--- config.mk ---
export PLATFORM = sky130hd
export DESIGN_NAME = remus_block_ctrl
export DESIGN_NICKNAME = d
export VERILOG_FILES = /design/src/rtl/remus_block_ctrl.sv
export SDC_FILE = /design/constraint.sdc
export NUM_CORES = 1
export LEC_CHECK = 0
export CAP_MARGIN = 10
export CORE_MARGIN = 1.5
export CORE_UTILIZATION = 41
export DETAILED_ROUTE_END_ITERATION = 8
export PLACE_DENSITY = 0.76
export SYNTH_ARGS = -nofsm -noshare
export SYNTH_HDL_FRONTEND = slang
export SYNTH_SLANG_ARGS = --single-unit
--- constraint.sdc ---
create_clock -name clk -period 1.4 [get_ports clk]
set_input_delay 0.14 -clock clk [delete_from_list [all_inputs] [get_ports clk]]
set_output_delay 0.14 -clock clk [all_outputs]
set_load 0.05 [all_outputs]
--- src/rtl/remus_block_ctrl.sv ---
// rtl/remus_block_ctrl.sv - per-block load/round/unload sequencer for the Remus datapath
// Optional REMUS_BLKCNT_EN adds a saturating blk_count output of completed blocks.
module remus_block_ctrl #(
    parameter int ROUNDS       = 40,
    parameter int WORDS        = 4,
    parameter int BUSWIDTHBYTE = 4
) (
    input  logic                    clk,
    input  logic                    rst,
    input  logic                    start_valid,
    output logic                    start_ready,
    input  logic                    decrypt_in,
    input  logic                    last_blk,
    input  logic                    load_valid,
    output logic                    load_ready,
    output logic                    out_valid,
    input  logic                    out_ready,
    output logic                    done,
    output logic                    srst,
    output logic                    xrst,
    output logic                    erst,
    output logic                    senc,
    output logic                    xenc,
    output logic                    sse,
    output logic                    xse,
    output logic                    sl,
    output logic                    correct_cnt,
    output logic [BUSWIDTHBYTE-1:0] decrypt,
    output logic [7:0]              dold,
    output logic [7:0]              dnew
`ifdef REMUS_BLKCNT_EN
    ,
    output logic [15:0]             blk_count
`endif
);

    localparam int WW = $clog2(WORDS) + 1;

    typedef enum logic [2:0] {
        S_IDLE,
        S_LOAD,
        S_INIT,
        S_ROUND,
        S_UNLOAD,
        S_DONE
    } state_t;

    state_t        state, state_nxt;
    logic [WW-1:0] wcnt, wcnt_nxt;
    logic [5:0]    rcnt, rcnt_nxt;
    logic [7:0]    cnt, cnt_nxt;
    logic          dir, last, rst_q;
    logic          word_last;

    always_ff @(posedge clk) begin
        rst_q <= rst;
        if (rst) begin
            state <= S_IDLE;
            wcnt  <= '0;
            rcnt  <= '0;
            cnt   <= 8'h01;
            dir   <= 1'b0;
            last  <= 1'b0;
        end else begin
            state <= state_nxt;
            wcnt  <= wcnt_nxt;
            rcnt  <= rcnt_nxt;
            cnt   <= cnt_nxt;
            if (state == S_IDLE && start_valid) begin
                dir  <= decrypt_in;
                last <= last_blk;
            end
        end
    end

    // Multiply by x in GF(2^8) modulo x^8+x^4+x^3+x^2+1.
    assign dold      = cnt;
    assign dnew      = {cnt[6:0], 1'b0} ^ (cnt[7] ? 8'h1D : 8'h00);
    assign decrypt   = {BUSWIDTHBYTE{dir}};
    assign srst      = rst | rst_q;
    assign xrst      = rst | rst_q;
    assign word_last = (wcnt == WW'(WORDS - 1));

    always_comb begin
        state_nxt   = state;
        wcnt_nxt    = wcnt;
        rcnt_nxt    = rcnt;
        cnt_nxt     = cnt;
        start_ready = 1'b0;
        load_ready  = 1'b0;
        out_valid   = 1'b0;
        done        = 1'b0;
        erst        = 1'b0;
        senc        = 1'b0;
        xenc        = 1'b0;
        sse         = 1'b0;
        xse         = 1'b0;
        sl          = 1'b0;
        correct_cnt = 1'b0;
        case (state)
            S_IDLE: begin
                start_ready = ~rst;
                if (start_valid) begin
                    wcnt_nxt  = '0;
                    state_nxt = S_LOAD;
                end
            end
            S_LOAD: begin
                load_ready = 1'b1;
                sse        = load_valid;
                xse        = load_valid;
                if (load_valid) begin
                    if (word_last) begin
                        wcnt_nxt  = '0;
                        state_nxt = S_INIT;
                    end else begin
                        wcnt_nxt = wcnt + 1'b1;
                    end
                end
            end
            S_INIT: begin
                erst        = 1'b1;
                correct_cnt = 1'b1;
                rcnt_nxt    = '0;
                state_nxt   = S_ROUND;
            end
            S_ROUND: begin
                senc = 1'b1;
                xenc = 1'b1;
                if (rcnt == 6'(ROUNDS - 1)) begin
                    rcnt_nxt  = '0;
                    state_nxt = S_UNLOAD;
                end else begin
                    rcnt_nxt = rcnt + 1'b1;
                end
            end
            S_UNLOAD: begin
                out_valid = 1'b1;
                sl        = 1'b1;
                sse       = out_ready;
                if (out_ready) begin
                    if (word_last) begin
                        wcnt_nxt  = '0;
                        state_nxt = S_DONE;
                    end else begin
                        wcnt_nxt = wcnt + 1'b1;
                    end
                end
            end
            S_DONE: begin
                done      = 1'b1;
                cnt_nxt   = last ? 8'h01 : dnew;
                state_nxt = S_IDLE;
            end
            default: state_nxt = S_IDLE;
        endcase
    end

`ifdef REMUS_BLKCNT_EN
    always_ff @(posedge clk) begin
        if (rst)
            blk_count <= '0;
        else if (done && blk_count != 16'hFFFF)
            blk_count <= blk_count + 16'd1;
    end
`endif

endmodule

Word-level counts from Yosys, hierarchy flattened
Cells that the tools add are included.
{"block": "word_totals", "reg_bits": 23, "in_bits": 7, "out_inout_bits": 33, "elab_cells": 55}
{"block": "classes", "add_sub_neg": 2, "eq_ne": 13, "n_mux": 24, "n_bitwise": 3, "reduce_logical": 6}
{"op": "$mux 3", "count": 10}
{"op": "$pmux 3 s5", "count": 1}
{"op": "$ne 2x2->1 const B", "count": 6}
{"op": "$pmux 6 s2", "count": 1}
{"op": "$eq 3x2->1 const B", "count": 3}
{"op": "$pmux 3 s3", "count": 1}
{"op": "$mux 8", "count": 1}
{"op": "$xor 8x5->8", "count": 1}
{"op": "$mux 1", "count": 7}
{"op": "$add 6x1->6 const B", "count": 1}
{"op": "$eq 3x3->1 const B", "count": 2}
{"op": "$eq 6x6->1 const B", "count": 1}
{"op": "$mux 6", "count": 1}
{"op": "$reduce_and 6->1", "count": 1}
{"op": "$mux 5", "count": 1}
{"op": "$reduce_and 4->1", "count": 1}
{"op": "$add 3x1->3 const B", "count": 1}
{"op": "$eq 3x1->1 const B", "count": 1}
{"op": "$logic_not 3->1", "count": 1}
{"op": "$reduce_bool 3->1", "count": 1}
{"op": "$pmux 1 s2", "count": 1}
{"op": "$reduce_bool 2->1", "count": 1}
{"op": "$logic_and 1x1->1", "count": 1}
{"op": "$not 1->1", "count": 1}
{"op": "$or 1x1->1", "count": 1}

Longest topological paths before layout
{"block": "logic_depth", "word_depth": 4, "mapped_depth": 6, "ltp_nobuf": 5}

Worst setup path after synthesis
OpenSTA, ideal clock, no wires.
{"block": "synth_timing", "path_kind": "reg2out", "from": "register state[0]", "to": "output port sl", "t_arrival_ns": 2.255, "path_slack_ns": -0.995, "stages_incl_launch_ff": 5, "path_cell_list": "dfxtp_1 -> buf_6 -> buf_2 -> nor3b_1 -> buf_4"}
{"block": "synth_via", "elab_chain_cells": 2}
{"element": "start: declaration", "line": "48", "rtl": "state_t state, state_nxt;"}
{"element": "start signal: assignment", "line": "65", "rtl": "state <= state_nxt;"}
{"element": "$eq 3x3->1"}
{"element": "$mux 1"}
{"element": "end: declaration", "line": "26", "rtl": "output logic sl,"}
No other way between the ends.

Final worst setup path
{"block": "layout_timing", "from": "register state[1]", "to": "register state[0]"}
{"block": "layout_via", "elab_chain_cells": 3, "elab_cells_between_ends": 13}
{"element": "$eq 3x2->1, or another cell as far along", "line": "100", "rtl": "case (state)"}
{"element": "$ne 2x2->1 (no source line)"}
{"element": "$reduce_and 6->1 (no source line)"}
Parallel ways exist; a longest one is shown, timed or not.
A chain may end at the register's enable or synchronous reset.

==> run metrics <==
post-route minimum period=1.619 ns; via count=1445; cell taking the most area after synthesis=dfxtp_1; leakage=0.001047 µW; Final Cycle Share=115.7%; Starting Density=42.33%; gp weighted congestion=0.7693; mapped cell area=1271 µm²; RR Endpoint=state[0]$_SDFFE_PP0P_; antenna violations before repair=0; number of flops mapped to enable cells by yosys=0; final hold slack=0.2339 ns; Post-Place Cells=219; placed instance area=2160 µm²; Antenna Nets Post-Route=0; H-tree depth=1; final worst setup slack=-0.2194 ns; Clock Skew=0.01508 ns; crit-path cells=buf_4 > nand2b_1 > a2111oi_0 > a211o_1; Top FF cell, synth=dfxtp_1; Post-Place Setup Slack=-0.2143 ns; worst rel slew slack=54.79%; count of warnings emitted by yosys=0; worst endpoint data arrival time=1.88 ns; row count=20; sequential element share of the synthesized area=36.22%; Post-Route WL=4926 µm; Hold Vio Cnt, Final=0; die area=3443 µm²; clk_lat worst skew=0.32 ns; CP bufs+invs=1; Mapped Cells=151; dominant cell by count in the synthesized netlist=dfxtp_1; hold endpoint=rst_q$_DFF_P_; Max Freq=617.5 MHz; Worst Hold Path Cells=2; Finished Layout Cells=245; IO buf count=39; Sw Pwr=864.6 µW; Worst R2R Setup Slack=-0.22 ns; Seq pwr share=33.7%; P&R area growth vs syn=105.5%; CP peak stage delay=0.64 ns; share of cells above drive strength 1=60.38%; gr ovfl total=0; library cells used by synthesis=39; min-delay src=rst; synth top area cells=dfxtp_1 (36%), buf_4 (7.7%), nor2_1 (5.0%); switching part of the total power=38.95%; Comb pwr share=51.4%; PD cells=849.8 nW/µm²; WL per Instance=20.11 µm; root buffer selected by CTS=clkbuf_4; Net Count, Synth=160; Hold-fix buffers, CTS=0; reg2reg start=state[1]$_SDFFE_PP0P_; crit path max fanout=6; FF+latch count, synth=23; CTS tree=done; crit path max-delay cell type=a2111oi_0; DRT iter0 DRCs=61; Worst Reg-to-Reg Cells=4; largest net degree at the start of global routing=16; Vias per Instance=5.898; clock share of power=14.8%; Reg clk slew, reported paths=0.13 ns; Synth async-reset ratio=0%; first-pass GRT wire length=5913 µm; Max Cap Violations=0; num ports=40; Slew Limit Fails=0; DP HPWL=2405 µm; Crit path required time=1.66 ns; post-synth top area share=36.22%; final instance area=2613 µm²; Core Region=3003 µm²; kind of critical path=reg2reg; die width=58.68 µm; deepest clock path buffer count=2; Commonest cells post-synth=dfxtp_1 (23), nor2_1 (17), buf_4 (13); Vert. Die Dim=58.68 µm; worst IR drop on VDD=0.6896 mV; Startpoint Class=flip-flop; final-report setup violation count=24; Sink Count=23; Ant. Diodes=0; Hold Crit Class=in2reg; Int Pwr=1355 µW; actual slew at the worst max-slew pin=0.6611 ns; status=complete, but fails checks; Nets=222; vias in the first global route=1305; syn_area_per_cell=8.419 µm²; Total Power=2220 µW; drt pass-1 iters=4; crit path capture type=flip-flop; Tot GR Track Use=21.87%; delay-heaviest family, CP=compound AO/OA/AOI/OAI gates; RSZ-0062 raised after global routing=yes; failing checks=negative setup slack; DRC Markers=0; cts bufs inserted=3
==> registers in the layout (all words and copies together) (netlist names) <==
signal and flops:
dold 8, rcnt 6, state 3, wcnt 3
dir 1, last 1, rst_q 1
==> layout make-up <==
class / instances / area, µm²
clock buffers: 3 / 22.52
clock inverters: 1 / 5.005
fillers: 142 / 390.4
inverters: 4 / 21.27
multi-input cells: 100 / 900.9
flip-flops and latches: 23 / 483.0
well taps: 33 / 41.29
repair buffers: 81 / 1139
==> worst max path at each step <==
stage / from / slack, ns / cells past startpoint / endpoint
floorplan: state[2]$_SDFFE_PP0P_ / -0.1 / 3 / sl
global placement: out_ready / -0.11 / 6 / wcnt[1]$_SDFFE_PP0P_
detailed placement: out_ready / -0.21 / 6 / wcnt[1]$_SDFFE_PP0P_
CTS: state[0]$_SDFFE_PP0P_ / -0.14 / 5 / senc
global route: state[0]$_SDFFE_PP0P_ / -0.22 / 5 / senc
finish: state[1]$_SDFFE_PP0P_ / -0.22 / 4 / state[0]$_SDFFE_PP0P_
==> power groups by stage <==
stage                     logic [µW]  clock network (µW)  registers (µW)
final                           1140                 329             749
after global routing            1190                 349             755
after CTS                        974                 310             737
after detailed placement         869                   0             755
after global placement           855                   0             750
after floorplan                  588                   0             713
==> cells by family (layout without fill, tap and decap cells) <==
kind of cell / count (synthesis) / after routing / share of synthesized area, %
and+or+nand+nor: 64 / 64 / 28.25
AOI/OAI and AO/OA: 27 / 27 / 14.76
DFF: 23 / 23 / 36.22
adders and majority gates: 2 / 2 / 1.968
muxes: 3 / 3 / 2.461
xor gates and xnor gates: 4 / 4 / 2.756
buffers and inverters: 28 / 89 / 13.58
==> layout by cell type, fill, tap and decap left out, types with 3 or more instances in the layout <==
| master | n |
|---|---|
| buf_12 | 34 |
| buf_4 | 29 |
| nor2_1 | 15 |
| dfxtp_1 | 13 |
| dfxtp_2 | 6 |
| buf_6 | 6 |
| nand3b_1 | 5 |
| a21oi_1 | 5 |
| nand2_1 | 5 |
| clkdlybuf4s50_1 | 5 |
| nand2b_1 | 4 |
| a21oi_2 | 4 |
| dfxtp_4 | 4 |
| buf_8 | 4 |
| xor2_4 | 3 |
| nor3b_1 | 3 |
| nor3_1 | 3 |
| or3_4 | 3 |
| nand3_1 | 3 |
| clkbuf_4 | 3 |
==> through the flow <==
stage / util (%) / TNS (ns)
floorplan: - / -0.09923
global placement: 71.92 / -0.4509
global route: 87.00 / -3.561
detailed placement: 71.92 / -0.9861
finish: 87.00 / -2.590
CTS: 78.04 / -1.143
==> per-layer routing <==
| layer | routed length, µm | vias to the layer above | global-route usage, % |
|---|---|---|---|
| li1 | - | 634 | - |
| met1 | 1810 | 710 | 27.32 |
| met5 | 0 | - | 0 |
| met2 | 2667 | 80 | 38.68 |
| met4 | 170 | 0 | 7.468 |
| met3 | 278 | 21 | 2.857 |
==> timing repair <==
item / in CTS / in global routing
resized for setup: 20 / 34
setup buffers: 12 / 8
pin swaps: 9 / 11
endpoints found under the setup margin: 23 / 24
gates cloned: 0 / 2
Note: power is estimated with default switching activity, not from simulation.
